### config.mk
export PLATFORM = sky130hd
export DESIGN_NAME = det3_macc_sequencer_flat
export DESIGN_NICKNAME = d
export VERILOG_FILES = /design/src/rtl/det3_macc_sequencer_if.sv /design/src/rtl/det3_macc_sequencer.sv /design/src/flat_wrapper.sv
export SDC_FILE = /design/constraint.sdc
export NUM_CORES = 1
export LEC_CHECK = 0
export CAP_MARGIN = 25
export CORE_ASPECT_RATIO = 2
export CORE_MARGIN = 1
export CORE_UTILIZATION = 50
export CTS_BUF_LIST = sky130_fd_sc_hd__clkbuf_16
export DETAILED_ROUTE_END_ITERATION = 16
export PLACE_DENSITY = 0.72
export SLEW_MARGIN = 10
export SYNTH_ARGS = -nofsm -noshare
export SYNTH_HDL_FRONTEND = slang
export SYNTH_SLANG_ARGS = --single-unit
### constraint.sdc
create_clock -name clk -period 3 [get_ports clk]
set_clock_uncertainty 0.05 [all_clocks]
set_input_delay 0.75 -clock clk [delete_from_list [all_inputs] [get_ports clk]]
set_output_delay 0.75 -clock clk [all_outputs]
set_load 0.02 [all_outputs]
### src/rtl/det3_macc_sequencer_if.sv
// ---------------------------------------------------------------------------
// det3_macc_sequencer_if
//   Operand/result bus between the determinant sequencer and one MACC3 unit.
//   The hierarchical names (MACC3_0.A, MACC3_0.clear, ...) mirror the flat
//   MACC3_0_* port names of the unit.
//
//   A, B, C  operands of one triple product (WIDTH bits, two's complement)
//   clear    this op restarts the accumulation from 0
//   sub      this op subtracts its product instead of adding it
//   Y        accumulated result returned by MACC3
//
//   master : sequencer side (drives operands, reads Y)
//   slave  : MACC3 side (reads operands, drives Y)
// ---------------------------------------------------------------------------
interface det3_macc_sequencer_if #(
  parameter int WIDTH = 16
);
  logic [WIDTH-1:0] A;
  logic [WIDTH-1:0] B;
  logic [WIDTH-1:0] C;
  logic             clear;
  logic             sub;
  logic [WIDTH-1:0] Y;

  modport master (output A, B, C, clear, sub, input Y);
  modport slave  (input A, B, C, clear, sub, output Y);
endinterface

### src/rtl/det3_macc_sequencer.sv
// ---------------------------------------------------------------------------
// det3_macc_sequencer
//   Takes a 3x3 matrix as a 9-word row-major stream (a..i), issues the six
//   signed triple products of its determinant to an external MACC3 unit,
//   captures the accumulated result and presents it with a one-cycle strobe.
//
// Parameters
//   WIDTH     data width of in, out and the MACC3 operands/result
//   MACC_LAT  edges from MACC3 sampling an op until Y holds the updated sum
//
// Ports
//   clk        clock, all logic on posedge
//   rst        asynchronous active-low reset
//   sync_in    high in the cycle element 0 of a matrix is sampled from in
//   in         matrix element stream
//   MACC3_0    MACC3 operand/result bus (master side)
//   sync_out   one-cycle strobe: out holds a new determinant this cycle
//   out        determinant, held until the next capture
//   dbg_state  current FSM state (state_t encoding), for observation only
//
// Stream protocol: there is no valid/ready. The source must present element 0
// in the cycle sync_in is high and elements 1..8 on the following 8 cycles;
// every element is sampled unconditionally. sync_out is a pure strobe with no
// back-pressure; out stays stable until the next strobe.
//
// Configuration macro DET3_SEQ_OVERLAP_EN
//   undefined: single matrix bank, strictly serial
//              IDLE -> LOAD(9) -> ISSUE(6) -> WAIT(MACC_LAT) -> EMIT -> LOAD.
//   defined:   two banks; loading runs continuously (sync_in every 9 cycles)
//              and issue/capture of matrix n overlap the load of n+1.
//              Requires MACC_LAT <= 3 so the result of n is captured before
//              op0 of n+1 reaches Y.
// ---------------------------------------------------------------------------
module det3_macc_sequencer #(
  parameter int WIDTH    = 16,
  parameter int MACC_LAT = 2
) (
  input  logic                 clk,
  input  logic                 rst,
  output logic                 sync_in,
  input  logic [WIDTH-1:0]     in,
  det3_macc_sequencer_if.master MACC3_0,
  output logic                 sync_out,
  output logic [WIDTH-1:0]     out,
  output logic [2:0]           dbg_state
);

  typedef enum logic [2:0] {
    S_IDLE  = 3'd0,
    S_LOAD  = 3'd1,
    S_ISSUE = 3'd2,
    S_WAIT  = 3'd3,
    S_EMIT  = 3'd4
  } state_t;

  localparam int             WCW       = (MACC_LAT > 1) ? $clog2(MACC_LAT) : 1;
  localparam logic [WCW-1:0] WAIT_LAST = WCW'(MACC_LAT - 1);

  state_t                  state;
  logic [3:0]              elem_cnt;
  logic [2:0]              op_cnt;
  logic [WCW-1:0]          wait_cnt;
  logic                    load_last;
  logic [8:0][WIDTH-1:0]   cur_mat;
  logic [8:0][WIDTH-1:0]   op_mat;
  logic [2:0]              nxt_op;
  logic [WIDTH-1:0]        nxt_a, nxt_b, nxt_c;
  logic                    nxt_clear, nxt_sub;

  assign dbg_state = state;
  assign load_last = (state == S_LOAD) && (elem_cnt == 4'd8);

  // Operands of the op to be registered at the coming edge. op0 is loaded on
  // the same edge that samples element i, so i is taken straight from in.
  always_comb begin
    op_mat = cur_mat;
    if (load_last) op_mat[8] = in;
    nxt_op    = load_last ? 3'd0 : op_cnt + 3'd1;
    nxt_a     = '0;
    nxt_b     = '0;
    nxt_c     = '0;
    nxt_clear = 1'b0;
    nxt_sub   = 1'b0;
    case (nxt_op)
      // a*e*i, restarts the sum
      3'd0: begin nxt_a = op_mat[0]; nxt_b = op_mat[4]; nxt_c = op_mat[8]; nxt_clear = 1'b1; end
      // b*f*g
      3'd1: begin nxt_a = op_mat[1]; nxt_b = op_mat[5]; nxt_c = op_mat[6]; end
      // c*d*h
      3'd2: begin nxt_a = op_mat[2]; nxt_b = op_mat[3]; nxt_c = op_mat[7]; end
      // -c*e*g
      3'd3: begin nxt_a = op_mat[2]; nxt_b = op_mat[4]; nxt_c = op_mat[6]; nxt_sub = 1'b1; end
      // -b*d*i
      3'd4: begin nxt_a = op_mat[1]; nxt_b = op_mat[3]; nxt_c = op_mat[8]; nxt_sub = 1'b1; end
      // -a*f*h
      3'd5: begin nxt_a = op_mat[0]; nxt_b = op_mat[5]; nxt_c = op_mat[7]; nxt_sub = 1'b1; end
      default: ;
    endcase
  end

`ifdef DET3_SEQ_OVERLAP_EN

  logic [1:0][8:0][WIDTH-1:0] bank;
  logic                       wr_bank;
  logic                       rd_bank;
  logic                       issuing;
  logic                       waiting;

  // During the last load cycle the bank being filled is the one about to be
  // issued; afterwards the issue engine reads the bank it latched.
  assign cur_mat = load_last ? bank[wr_bank] : bank[rd_bank];

  always_ff @(posedge clk or negedge rst) begin
    if (!rst) begin
      state      <= S_IDLE;
      elem_cnt   <= '0;
      op_cnt     <= '0;
      wait_cnt   <= '0;
      bank       <= '0;
      wr_bank    <= 1'b0;
      rd_bank    <= 1'b0;
      issuing    <= 1'b0;
      waiting    <= 1'b0;
      sync_in    <= 1'b0;
      sync_out   <= 1'b0;
      out        <= '0;
      MACC3_0.A     <= '0;
      MACC3_0.B     <= '0;
      MACC3_0.C     <= '0;
      MACC3_0.clear <= 1'b0;
      MACC3_0.sub   <= 1'b0;
    end else begin
      sync_in  <= 1'b0;
      sync_out <= 1'b0;

      // Loader: never stalls, restarts immediately into the other bank.
      case (state)
        S_IDLE: begin
          state    <= S_LOAD;
          elem_cnt <= '0;
          sync_in  <= 1'b1;
        end
        S_LOAD: begin
          bank[wr_bank][elem_cnt] <= in;
          if (load_last) begin
            elem_cnt <= '0;
            sync_in  <= 1'b1;
            wr_bank  <= ~wr_bank;
            rd_bank  <= wr_bank;
          end else begin
            elem_cnt <= elem_cnt + 4'd1;
          end
        end
        default: state <= S_IDLE;
      endcase

      // Issue engine: six ops take fewer cycles than a load, so it is always
      // idle when the next bank completes.
      if (load_last) begin
        issuing       <= 1'b1;
        op_cnt        <= '0;
        MACC3_0.A     <= nxt_a;
        MACC3_0.B     <= nxt_b;
        MACC3_0.C     <= nxt_c;
        MACC3_0.clear <= nxt_clear;
        MACC3_0.sub   <= nxt_sub;
      end else if (issuing) begin
        if (op_cnt == 3'd5) begin
          issuing       <= 1'b0;
          waiting       <= 1'b1;
          wait_cnt      <= '0;
          MACC3_0.A     <= '0;
          MACC3_0.B     <= '0;
          MACC3_0.C     <= '0;
          MACC3_0.clear <= 1'b0;
          MACC3_0.sub   <= 1'b0;
        end else begin
          op_cnt        <= op_cnt + 3'd1;
          MACC3_0.A     <= nxt_a;
          MACC3_0.B     <= nxt_b;
          MACC3_0.C     <= nxt_c;
          MACC3_0.clear <= nxt_clear;
          MACC3_0.sub   <= nxt_sub;
        end
      end

      // Capture: runs in the shadow of the next matrix's load.
      if (waiting) begin
        if (wait_cnt == WAIT_LAST) begin
          out      <= MACC3_0.Y;
          sync_out <= 1'b1;
          waiting  <= 1'b0;
        end else begin
          wait_cnt <= wait_cnt + 1'b1;
        end
      end
    end
  end

`else

  logic [8:0][WIDTH-1:0] mat;

  assign cur_mat = mat;

  always_ff @(posedge clk or negedge rst) begin
    if (!rst) begin
      state      <= S_IDLE;
      elem_cnt   <= '0;
      op_cnt     <= '0;
      wait_cnt   <= '0;
      mat        <= '0;
      sync_in    <= 1'b0;
      sync_out   <= 1'b0;
      out        <= '0;
      MACC3_0.A     <= '0;
      MACC3_0.B     <= '0;
      MACC3_0.C     <= '0;
      MACC3_0.clear <= 1'b0;
      MACC3_0.sub   <= 1'b0;
    end else begin
      sync_in  <= 1'b0;
      sync_out <= 1'b0;
      case (state)
        S_IDLE: begin
          state    <= S_LOAD;
          elem_cnt <= '0;
          sync_in  <= 1'b1;
        end
        S_LOAD: begin
          mat[elem_cnt] <= in;
          if (load_last) begin
            state         <= S_ISSUE;
            op_cnt        <= '0;
            MACC3_0.A     <= nxt_a;
            MACC3_0.B     <= nxt_b;
            MACC3_0.C     <= nxt_c;
            MACC3_0.clear <= nxt_clear;
            MACC3_0.sub   <= nxt_sub;
          end else begin
            elem_cnt <= elem_cnt + 4'd1;
          end
        end
        S_ISSUE: begin
          if (op_cnt == 3'd5) begin
            // Zero operands: MACC3 keeps accumulating 0, sum unaffected.
            state         <= S_WAIT;
            wait_cnt      <= '0;
            MACC3_0.A     <= '0;
            MACC3_0.B     <= '0;
            MACC3_0.C     <= '0;
            MACC3_0.clear <= 1'b0;
            MACC3_0.sub   <= 1'b0;
          end else begin
            op_cnt        <= op_cnt + 3'd1;
            MACC3_0.A     <= nxt_a;
            MACC3_0.B     <= nxt_b;
            MACC3_0.C     <= nxt_c;
            MACC3_0.clear <= nxt_clear;
            MACC3_0.sub   <= nxt_sub;
          end
        end
        S_WAIT: begin
          if (wait_cnt == WAIT_LAST) begin
            out      <= MACC3_0.Y;
            sync_out <= 1'b1;
            state    <= S_EMIT;
          end else begin
            wait_cnt <= wait_cnt + 1'b1;
          end
        end
        S_EMIT: begin
          state    <= S_LOAD;
          elem_cnt <= '0;
          sync_in  <= 1'b1;
        end
        default: state <= S_IDLE;
      endcase
    end
  end

`endif

endmodule

### src/flat_wrapper.sv
// flat-port wrapper written by rule: the top's interface ports become plain ports
module det3_macc_sequencer_flat 
#(
  parameter int WIDTH    = 16,
  parameter int MACC_LAT = 2
)
  (clk, rst, sync_in, in, sync_out, out, dbg_state, MACC3_0_A, MACC3_0_B, MACC3_0_C, MACC3_0_clear, MACC3_0_sub, MACC3_0_Y);
  det3_macc_sequencer_if #(.WIDTH(WIDTH)) MACC3_0_i ();
  input  logic clk;
  input  logic rst;
  output logic sync_in;
  input  logic [WIDTH-1:0] in;
  output logic sync_out;
  output logic [WIDTH-1:0] out;
  output logic [2:0] dbg_state;
  output wire logic [$bits(MACC3_0_i.A)-1:0] MACC3_0_A;
  output wire logic [$bits(MACC3_0_i.B)-1:0] MACC3_0_B;
  output wire logic [$bits(MACC3_0_i.C)-1:0] MACC3_0_C;
  output wire logic [$bits(MACC3_0_i.clear)-1:0] MACC3_0_clear;
  output wire logic [$bits(MACC3_0_i.sub)-1:0] MACC3_0_sub;
  input wire logic [$bits(MACC3_0_i.Y)-1:0] MACC3_0_Y;
  assign MACC3_0_A = MACC3_0_i.A;
  assign MACC3_0_B = MACC3_0_i.B;
  assign MACC3_0_C = MACC3_0_i.C;
  assign MACC3_0_clear = MACC3_0_i.clear;
  assign MACC3_0_sub = MACC3_0_i.sub;
  assign MACC3_0_i.Y = MACC3_0_Y;
  det3_macc_sequencer #(.WIDTH(WIDTH), .MACC_LAT(MACC_LAT)) u_core (.clk(clk), .rst(rst), .sync_in(sync_in), .in(in), .MACC3_0(MACC3_0_i), .sync_out(sync_out), .out(out), .dbg_state(dbg_state));
endmodule
---- Word level (Yosys, flattened, before mapping) ----
Cells that the tools add are included.
storage, ports and cells
  register bits after elaboration ......... 223
  input port bits ......................... 34
  output and inout port bits .............. 71
  word-level logic and storage cells ...... 106
operators by class
  add/subtract/negate cells ............... 3
  magnitude comparators ................... 2
  equal/unequal tests ..................... 16
  mux-type cells .......................... 40
  reduce and logical (&&, ||, !) cells .... 24
operators by type and width
  kind                 number
  $bwmux 144           1
  $pmux 16 s3          3
  $mux 16              8
  $pmux 16 s2          3
  $demux 16 s4         1
  $reduce_or 2->1      10
  $mux 3               6
  $eq 3x2->1 const B   4
  $eq 3x3->1 const B   4
  $pmux 3 s4           1
  $mux 1               11
  $pmux 4 s2           1
  $reduce_and 2->1     4
  $eq 3x1->1 const B   2
  $logic_not 3->1      2
  $ne 2x1->1 const B   3
  $pmux 1 s2           3
  $pmux 3 s2           1
  $reduce_and 3->1     2
  $reduce_bool 2->1    3
  $lt 4x5->1 const B   1
  $add 4x1->4 const B  1
  $eq 4x4->1 const B   1
  $ge 4x1->1 const B   1
  other kinds (6)      8

---- Depth between registers and ports, before layout ----
Gate-level depths: netlist of run 1.
  word-level depth ........................ 8
  gate-level depth with buffers ........... 8

---- Least setup slack after synthesis of run 1 ----
OpenSTA, ideal clock, no wires.
  kind .................................... register to register
  start ................................... register u_core.state[2], in the netlist u_core.dbg_state[2]
  end ..................................... register u_core.mat, in the netlist u_core.cur_mat[70]
  setup time .............................. 0.127 ns
  arrival time ............................ 1.942 ns
  path slack .............................. 0.881 ns
  stages on the path, launching flop included .. 7
  path through ............................ dfrtp_1 or3b_1 buf_2 nor3b_4 nand2_2 buf_6 mux2_1
between the ends
  cells in the longest elaborated chain, start to end .. 1
RTL lines
  what                             line                        text
  from (decl)                      det3_macc_sequencer.sv:59   state_t state;
  from (signal assigned)           det3_macc_sequencer.sv:208  state <= S_IDLE;
  from (signal assigned)           det3_macc_sequencer.sv:226  state <= S_LOAD;
  from (signal assigned)           det3_macc_sequencer.sv:233  state <= S_ISSUE;
  $eq 3x1->1                       det3_macc_sequencer.sv:224  case (state)
  to (signal, indexed assignment)  det3_macc_sequencer.sv:231  mat[elem_cnt] <= in;
  to (decl)                        det3_macc_sequencer.sv:202  logic [8:0][WIDTH-1:0] mat;
No other way between the ends.
A chain may end at the register's enable or synchronous reset.

---- Worst setup path after layout of run 1 ----
  start ................................... register u_core.op_cnt[0]
  end ..................................... register u_core.MACC3_0.C[11]
between the ends
  cells in the longest elaborated chain, start to end .. 7
RTL lines
  what                                line                                                    text
  from (decl)                         det3_macc_sequencer.sv:61                               logic [2:0] op_cnt;
  from (signal assigned)              det3_macc_sequencer.sv:255                              op_cnt <= op_cnt + 3'd1;
  $add 3x1->3                         det3_macc_sequencer.sv:78                               nxt_op = load_last ? 3'd0 : op_cnt + 3'd1;
  $mux 3                              det3_macc_sequencer.sv:78
  $eq 3x2->1 (tied with other cells)  det3_macc_sequencer.sv:84                               case (nxt_op)
  $reduce_or 2->1 (no source line)    --
  $pmux 16 s3                         det3_macc_sequencer.sv:84
  $mux 16, on equally long branches   det3_macc_sequencer.sv:245, det3_macc_sequencer.sv:232
  $pmux 16 s2 (*)                     det3_macc_sequencer.sv:224
  to (signal assigned)                det3_macc_sequencer.sv:237                              MACC3_0.C <= nxt_c;
  to (signal assigned)                det3_macc_sequencer.sv:258                              MACC3_0.C <= nxt_c;
  to (decl)                           det3_macc_sequencer_if.sv:25                            modport master (output A, B, C, clear, sub, input Y);
Every way passes the cells marked *; elsewhere a longest branch is shown, timed or not. The select of a mux whose other input is x is not followed.

==> results_dict.tcl, run 1 <==
set metrics [dict create \
    finalSetupViolCount 0 \
    drc 0 \
    antenna_found_initial 0 \
    htree_levels 1 \
    cts_buffer_depth 3 \
    synthTopCellsByArea "dfrtp_1 (55%), mux2_2 (16%), a22oi_1 (4.7%)" \
    synth_top_area_share 0.551 \
    syn_to_final_growth_pct 20.0 \
    post_cts_resize_count 0 \
    synthCells 865 \
    regArea_mm2 0.00558 \
    hp-class "in2async" \
    path_common_cell "buf_4" \
    dieArea_mm2 0.0208 \
    grt_util_all_layers 0.260 \
    p_comb_frac 0.074 \
    rsz0062_at_grt "no" \
    rr_worst_depth 7 \
    tightest_slew_ps 689 \
    max_freq_ghz 0.412 \
    power.clock.fraction 0.419 \
    cp.arrival_ps 2780 \
    wl_per_cell_um 21.1 \
    path_class "reg2reg" \
    fin_setup_tns_ps 0 \
    timing.rr.end "u_core.MACC3_0.C[11]$_DFFE_PN0P_" \
    finalCriticalPeriod_ps 2430 \
    cts_setup_buffers 0 \
    seq_power_share 0.507 \
    worstPathRequired_ps 3360 \
    slowest_stage "nor2b_1" \
    yosys_warnings 0 \
    p_sw_mw 1.44 \
    worstPathMaxFanout 19 \
    grt_max_degree 72 \
    power.density_mw_per_mm2 526 \
    final_nets 985 \
    fin_crit_sh 0.809 \
    n_antenna_cell 0 \
    cts_hold_buf 0 \
    io_pins 105 \
    drv_slew 0 \
    reg2reg_from "u_core.op_cnt[0]$_DFFE_PN0P_" \
    ys_seq_elements 223 \
    root_buffer "clkbuf_16" \
    gp_congestion 0.853 \
    clock_sinks 223 \
    drive_above_1_share 0.229 \
    std_cell_rows 73 \
    portBuffers 104 \
    yosys.cell_types.count 45 \
    syn_area_mm2 0.0101 \
    ys_seq_area_frac 0.551 \
    multiInputGateArea_mm2 0.00420 \
    dr.first_iter.drc_count 476 \
    cts_made_buffers 20 \
    dp.final_hpwl_um 16900 \
    finalHoldViolations 0 \
    fill_cells 1594 \
    viasPerCell 5.99 \
    relSlewSlack 0.540 \
    synth_fp_nets 905 \
    p_leak_nw 5.20 \
    cp-end-kind "flop" \
    die_w_um 103 \
    grt-ovfl-total 0 \
    initial_core_util 0.511 \
    dr.pass1.iters 5 \
    crit_chain "ha_1 -> buf_4 -> nor2b_1 -> buf_4 -> a22o_1 -> a22oi_1 -> o21ai_0" \
    final_cell_count_no_fill 1221 \
    status "complete, no violations" \
    async_flop_share 1.00 \
    wirelength_um 25800 \
    grt_pass1_wl_um 41100 \
    cts_tree "built" \
    p_int_mw 4.94 \
    clk_pin_slew_ps 70 \
    r2r_slack_ps 570 \
    grt_pass1_vias 7457 \
    coreArea_mm2 0.0198 \
    syn_avg_cell_area_um2 11.7 \
    synth_edf_count 0 \
    dpl.cell_count 1185 \
    layout_common_cells "dfrtp_1 (223), mux2_2 (141), nand2_1 (117)" \
    maxCapViolations 0 \
    ant_nets 0 \
    synth_area_leader_cell "dfrtp_1" \
    critPathMaxStageDelay_ps 570 \
    num_vias 7317 \
    final_common_cell "dfrtp_1" \
    worst_ir_drop_vdd_mv 0.497 \
    clock_latency_ps 510 \
    die_h_um 203 \
    synthFlopType "dfrtp_1" \
    start_kind "flop" \
    swShare 0.226 \
]
==> worst max-delay path by stage <==
stage | depth (start not counted) | start | end
2_1_floorplan | 6 | u_core.dbg_state[2]$_DFFE_PN0P_ | u_core.cur_mat[70]$_DFFE_PN0P_
3_3_place_gp | 7 | u_core.elem_cnt[0]$_DFFE_PN0P_ | u_core.MACC3_0.B[9]$_DFFE_PN0P_
3_5_place_dp | 7 | u_core.elem_cnt[0]$_DFFE_PN0P_ | u_core.MACC3_0.A[11]$_DFFE_PN0P_
4_1_cts | 2 | u_core.dbg_state[0]$_DFFE_PN0P_ | dbg_state[0]
5_1_grt | 7 | u_core.elem_cnt[1]$_DFFE_PN0P_ | u_core.MACC3_0.A[14]$_DFFE_PN0P_
6_report | 7 | u_core.op_cnt[0]$_DFFE_PN0P_ | u_core.MACC3_0.C[11]$_DFFE_PN0P_
==> through the flow <==
stage	cell area [um2]	hold slack [ps]	total power, mW	utilization	setup WS (ps)
final	12100	136	6.39	0.613	574
after CTS	12100	162	6.45	0.613	557
after global placement	11400	410	3.76	0.578	424
after global routing	12100	193	6.61	0.613	421
after floorplan	10100	397	3.49	-	881
after detailed placement	11500	413	3.77	0.578	572
==> final cells by class <==
cell class                      instances  area share
Sequential cell                       223       0.460
Multi-Input combinational cell        560       0.346
Timing Repair Buffer                  135       0.109
Clock buffer                           20      0.0412
Tap cell                              262      0.0270
Clock inverter                         16      0.0151
Inverter                                5     0.00155
==> synthesized netlist by cell type (2+ instances only) <==
cell type	instances
dfrtp_1	223
mux2_2	141
nand2_1	117
o21ai_0	68
a22oi_1	64
clkbuf_1	52
and3_1	35
a22o_1	19
nand2b_1	18
buf_2	17
a222oi_1	16
o2bb2ai_1	16
a21oi_1	9
nand2_2	8
nor2_1	7
ha_1	6
inv_1	5
buf_6	4
mux2_1	3
o22ai_1	3
xor2_1	3
buf_1	2
nand3_1	2
nand4_1	2
nor2b_1	2
nor3_1	2
o21ai_1	2
xnor2_1	2
==> layer usage <==
layer | wire length, um | share of wire | up-vias | GRT usage
met1 | 9900 | 0.38 | 3786 | 0.314
met5 | 0 | 0 | - | 0
li1 | - | - | 3269 | -
met3 | 1010 | 0.039 | 37 | 0.0243
met4 | 580 | 0.022 | 0 | 0.0872
met2 | 14300 | 0.55 | 225 | 0.474
==> cell families after synthesis <==
logic type                 synth area share
AOI/OAI and AO/OA                     0.139
xor gates and xnor gates            0.00655
adders and majority gates           0.00742
buffers and inverters                0.0360
DFF                                   0.551
muxes                                 0.161
and+or+nand+nor                      0.0985
==> registers in the layout, indices dropped and copies added (netlist names) <==
register              count
u_core.dbg_state          3
u_core.sync_in            1
u_core.elem_cnt           4
u_core.MACC3_0.clear      1
u_core.MACC3_0.B         16
u_core.cur_mat          144
u_core.wait_cnt           1
u_core.out               16
u_core.sync_out           1
u_core.MACC3_0.C         16
u_core.MACC3_0.sub        1
u_core.MACC3_0.A         16
u_core.op_cnt             3
==> critical path: cells and delay by family, from the launching register on <==
family,cells,cell delay (ps)
AND/OR/NAND/NOR,1,570
buffers and inverters,2,530
AO/OA/AOI/OAI,3,420
flip-flops,1,410
adder cells (fa/ha/maj),1,340
==> power groups by stage <==
| stage | registers (mW) | clock network (mW) | logic [mW] |
|---|---|---|---|
| after floorplan | 3.32 | 0 | 0.172 |
| after global placement | 3.29 | 0 | 0.469 |
| after detailed placement | 3.29 | 0 | 0.480 |
| after CTS | 3.24 | 2.73 | 0.481 |
| after global routing | 3.25 | 2.84 | 0.515 |
| final | 3.24 | 2.68 | 0.472 |
Power figures use the tool's default switching activity.
==> run 2: changes to the inputs <==
--- a/config.mk
+++ b/config.mk
@@ -11,7 +11,7 @@
 export CORE_UTILIZATION = 50
 export CTS_BUF_LIST = sky130_fd_sc_hd__clkbuf_16
 export DETAILED_ROUTE_END_ITERATION = 16
-export PLACE_DENSITY = 0.72
+export PLACE_DENSITY = 0.74
 export SLEW_MARGIN = 10
 export SYNTH_ARGS = -nofsm -noshare
 export SYNTH_HDL_FRONTEND = slang
==> constraint.sdc (replaced) <==
create_clock -name clk -period 2.2 [get_ports clk]
set_clock_uncertainty 0.05 [all_clocks]
set_input_delay 0.55 -clock clk [delete_from_list [all_inputs] [get_ports clk]]
set_output_delay 0.55 -clock clk [all_outputs]
set_load 0.02 [all_outputs]
==> results_dict.tcl, run 2 (synthesized netlist as in run 1, its figures left out) <==
set metrics [dict create \
    wl_met2_um 14200 \
    ant_nets 0 \
    grt_max_degree 62 \
    slowest_stage "clkdlybuf4s50_1" \
    largest_register_ffs 144 \
    layout_common_cells "dfrtp_1 (223), mux2_2 (141), nand2_1 (117)" \
    wl_per_cell_um 21.3 \
    worstPathRequired_ps 1600 \
    initial_core_util 0.511 \
    reg2reg_from "u_core.dbg_state[1]$_DFFE_PN0P_" \
    coreArea_mm2 0.0198 \
    finalSetupViolCount 0 \
    cp-end-kind "primary output" \
    dr.first_iter.drc_count 402 \
    cts_buffer_depth 3 \
    critPathLaunch "u_core.MACC3_0.B[5]$_DFFE_PN0P_" \
    wl_met1_um 9800 \
    dp.final_hpwl_um 17900 \
    clock_latency_ps 510 \
    grt-ovfl-total 0 \
    cts_tree "built" \
    drive_above_1_share 0.256 \
    fin_crit_sh 0.983 \
    grt_pass1_vias 7848 \
    fin_util 0.633 \
    dpl.cell_count 1220 \
    worst_ir_drop_vdd_mv 0.649 \
    num_vias 7482 \
    antenna_found_initial 0 \
    status "complete, no violations" \
    io_pins 105 \
    root_buffer "clkbuf_16" \
    viasPerCell 5.96 \
    std_cell_rows 73 \
    syn_to_final_growth_pct 23.9 \
    clk_pin_slew_ps 70 \
    dr.pass1.iters 6 \
    critPathMaxStageDelay_ps 630 \
    r2r_slack_ps 50 \
    worstPathMaxFanout 2 \
    drv_slew 0 \
    finalCriticalPeriod_ps 2160 \
    cp_top_family "buffers and inverters" \
    maxCapViolations 0 \
    tightest_slew_ps 584 \
    clock_sinks 223 \
    met3_length_um 1240 \
    hp-class "reg2reg" \
    dieArea_mm2 0.0208 \
    die_h_um 203 \
    start_kind "flop" \
    grt_pass1_wl_um 42000 \
    max_freq_ghz 0.462 \
    portBuffers 104 \
    wirelength_um 26700 \
    p_leak_nw 5.45 \
    top_layer_used "met4" \
    cp.arrival_ps 1560 \
    die_w_um 103 \
    drc 0 \
    final_cell_count_no_fill 1255 \
    hold_start "u_core.cur_mat[136]$_DFFE_PN0N_" \
    power.density_mw_per_mm2 662 \
    path_buf_inv 1 \
    n_antenna_cell 0 \
    relSlewSlack 0.609 \
    cts_made_buffers 20 \
    path_class "reg2out" \
    fill_cells 1535 \
    finalHoldViolations 0 \
    final_common_cell "dfrtp_1" \
    crit_chain "clkdlybuf4s50_1" \
    final_nets 1023 \
    htree_levels 1 \
    gp_congestion 0.885 \
    grt_util_all_layers 0.267 \
]
[run 2: cell count changes in the layout (fill, tap and decap cells not counted), sizes merged]
| cell | change |
|---|---|
| clkinv | -2 |
| clkbuf | +2 |
| bufinv | -4 |
| clkdlybuf4s50 | -5 |
| inv | +1 |
| buf | +36 |
| dlygate4sd3 | +1 |
| dlygate4sd2 | +5 |
[run 2: area by class of cell]
cell class / instances / area (um2) / share of cell area
clock buffer: 21 / 526 / 0.0419
clock inverter: 11 / 46.3 / 0.00369
inverter: 5 / 18.8 / 0.00150
multi-input combinational: 560 / 4230 / 0.337
sequential: 223 / 5580 / 0.445
tap: 262 / 328 / 0.0261
timing repair buffer: 173 / 1820 / 0.145
[run 2: stage by stage]
step	setup TNS (ps)	total power, mW	hold slack, ps	area [um2]	setup WS, ps
2_1_floorplan	0	4.76	204	10100	81.0
3_3_place_gp	0	5.13	408	11900	110
3_5_place_dp	0	5.16	413	11900	61.3
4_1_cts	0	8.37	429	12500	7.42
5_1_grt	-33.5	8.58	441	12500	-9.34
6_report	0	8.30	422	12500	37.2
[run 2: repair_timing]
action,CTS,global route
cloned,0,1
buffers inserted,0,1
pin swaps,0,3
hold buffers,1,0
hold endpoints to repair,51,0
setup endpoints to repair,5,37
resized for setup,5,10
[run 2: metal layers]
layer / track usage / vias up
li1: - / 3338
met1: 0.309 / 3832
met2: 0.460 / 239
met3: 0.0353 / 73
met4: 0.156 / 0
met5: 0 / -
[run 2: final timing paths]
kind	end	cells past startpoint
worst max register to register	u_core.cur_mat[70]$_DFFE_PN0P_	6
min in group asynchronous	u_core.MACC3_0.A[7]$_DFFE_PN0P_	2
worst max-delay path	MACC3_0_B[5]	1
max in group asynchronous	u_core.cur_mat[128]$_DFFE_PN0N_	3
worst min register to register	u_core.cur_mat[136]$_DFFE_PN0N_	2
worst min-delay path	u_core.cur_mat[136]$_DFFE_PN0N_	2
[run 2: power by group]
group / internal (mW) / switching, mW
registers: 4.29 / 0.123
logic: 0.324 / 0.338
clock network: 1.71 / 1.51
total: 6.33 / 1.97
==> run 3: changes to the inputs <==
--- a/config.mk
+++ b/config.mk
@@ -11,7 +11,7 @@
 export CORE_UTILIZATION = 50
 export CTS_BUF_LIST = sky130_fd_sc_hd__clkbuf_16
 export DETAILED_ROUTE_END_ITERATION = 16
-export PLACE_DENSITY = 0.74
+export PLACE_DENSITY = 0.71
 export SLEW_MARGIN = 10
 export SYNTH_ARGS = -nofsm -noshare
 export SYNTH_HDL_FRONTEND = slang
==> results_dict.tcl, run 3 (synthesized netlist as in run 1, its figures left out) <==
set metrics [dict create \
    power_mw 8.80 \
    std_cell_rows 73 \
    antenna_found_initial 0 \
    gp_congestion 0.843 \
    layout_common_cells "dfrtp_1 (223), mux2_2 (141), nand2_1 (117)" \
    path_class "reg2out" \
    critPathMaxStageDelay_ps 640 \
    drv_slew 0 \
    root_buffer "clkbuf_16" \
    power.density_mw_per_mm2 699 \
    final_common_cell "dfrtp_1" \
    dp.final_hpwl_um 17200 \
    timing.rr.end "u_core.MACC3_0.B[6]$_DFFE_PN0P_" \
    initial_core_util 0.511 \
    p_leak_nw 5.44 \
    grt_pass1_vias 7814 \
    cts_buffer_depth 3 \
    cts_made_buffers 21 \
    die_h_um 203 \
    reg2reg_from "u_core.elem_cnt[0]$_DFFE_PN0P_" \
    wl_per_cell_um 20.8 \
    seq_power_share 0.502 \
    p_comb_frac 0.075 \
    worst_ir_drop_vdd_mv 0.671 \
    dr.pass1.iters 5 \
    io_pins 105 \
    holdPathEnd "u_core.cur_mat[139]$_DFFE_PN0N_" \
    viasPerCell 5.91 \
    clock_sinks 223 \
    final_nets 1015 \
    fin_setup_tns_ps 0 \
    num_vias 7388 \
    relSlewSlack 0.618 \
    portBuffers 104 \
    syn_to_final_growth_pct 24.3 \
    maxCapViolations 0 \
    grt_max_degree 62 \
    hp-class "reg2reg" \
    htree_levels 1 \
    final_cell_count_no_fill 1250 \
    p_int_mw 6.82 \
    whs_ps 426 \
    tightest_slew_ps 572 \
    hold_depth 2 \
    dieArea_mm2 0.0208 \
    power.clock.fraction 0.423 \
    status "complete, no violations" \
    die_w_um 103 \
    hold_start "u_core.cur_mat[139]$_DFFE_PN0N_" \
    grt_pass1_wl_um 41800 \
    cts_setup_buffers 0 \
    clk_pin_slew_ps 60 \
    max_freq_ghz 0.457 \
    cts_tree "built" \
    grt_util_all_layers 0.265 \
    fill_cells 1610 \
    dpl.cell_count 1213 \
    p_sw_mw 1.98 \
    finalHoldViolations 0 \
    fin_util 0.635 \
    largest_register_ffs 144 \
    drive_above_1_share 0.251 \
    clock_latency_ps 500 \
    dr.first_iter.drc_count 457 \
    path_buf_inv 1 \
    cp_top_family "buffers and inverters" \
    cp.arrival_ps 1590 \
    swShare 0.225 \
    worstPathMaxFanout 2 \
    r2r_slack_ps 160 \
    critPathLaunch "u_core.MACC3_0.C[15]$_DFFE_PN0P_" \
    drc 0 \
    crit_chain "clkdlybuf4s50_1" \
    wirelength_um 26000 \
    finalCriticalPeriod_ps 2190 \
    cp-end-kind "primary output" \
    n_antenna_cell 0 \
    grt-ovfl-total 0 \
    slowest_stage "clkdlybuf4s50_1" \
    finalSetupViolCount 0 \
    coreArea_mm2 0.0198 \
    rr_worst_depth 7 \
    ant_nets 0 \
    start_kind "flop" \
    fin_crit_sh 0.995 \
    worstPathRequired_ps 1600 \
]
[run 3: changes by cell type in the layout (fill, tap and decap cells not counted), moves of 2 or more]
cell / before / now
o21ai_0: 65 / 67
dlygate4sd2_1: 5 / 3
o21ai_1: 5 / 3
buf_4: 48 / 37
clkdlybuf4s50_1: 98 / 100
bufinv_16: 0 / 4
buf_12: 19 / 21
[run 3: area by class of cell]
type	count	area (um2)	area share
Sequential cell	223	5580	0.443
Multi-Input combinational cell	560	4200	0.334
Timing Repair Buffer	164	1760	0.140
Clock buffer	21	526	0.0418
Tap cell	262	328	0.0261
Clock inverter	15	165	0.0131
Inverter	5	18.8	0.00149
[run 3: worst max-delay path by stage]
stage | end | slack, ps | cells past startpoint
floorplan | u_core.cur_mat[70]$_DFFE_PN0P_ | 80 | 6
global placement | u_core.MACC3_0.B[7]$_DFFE_PN0P_ | 140 | 7
detailed placement | u_core.MACC3_0.B[7]$_DFFE_PN0P_ | 80 | 7
CTS | MACC3_0_C[15] | 20 | 1
global route | u_core.MACC3_0.A[4]$_DFFE_PN0P_ | -2 | 9
finish | MACC3_0_C[15] | 10 | 1
[run 3: power by group through the flow]
stage	clock network, mW	logic, mW	registers, mW
2_1_floorplan	0	0.234	4.53
3_3_place_gp	0	0.650	4.48
5_1_grt	3.94	0.722	4.43
6_report	3.72	0.660	4.42
4_1_cts	3.80	0.672	4.41
3_5_place_dp	0	0.666	4.49
[run 3: per-layer routing]
| layer | global-route usage | share of wire |
|---|---|---|
| met1 | 0.304 | 0.37 |
| met2 | 0.476 | 0.55 |
| met3 | 0.0295 | 0.037 |
| met4 | 0.132 | 0.045 |
| met5 | 0 | 0 |
[run 3: repair_timing]
action,in CTS,in global routing
setup endpoints to repair,3,11
endpoints found under the hold margin,53,0
hold buffers,1,0
resized for setup,3,4
[run 3: through the flow]
step	setup WS [ps]	cell area (um2)
after floorplan	81.0	10100
after global placement	137	11900
after detailed placement	75.1	11900
after CTS	19.8	12600
after global routing	-1.87	12600
final	11.6	12600
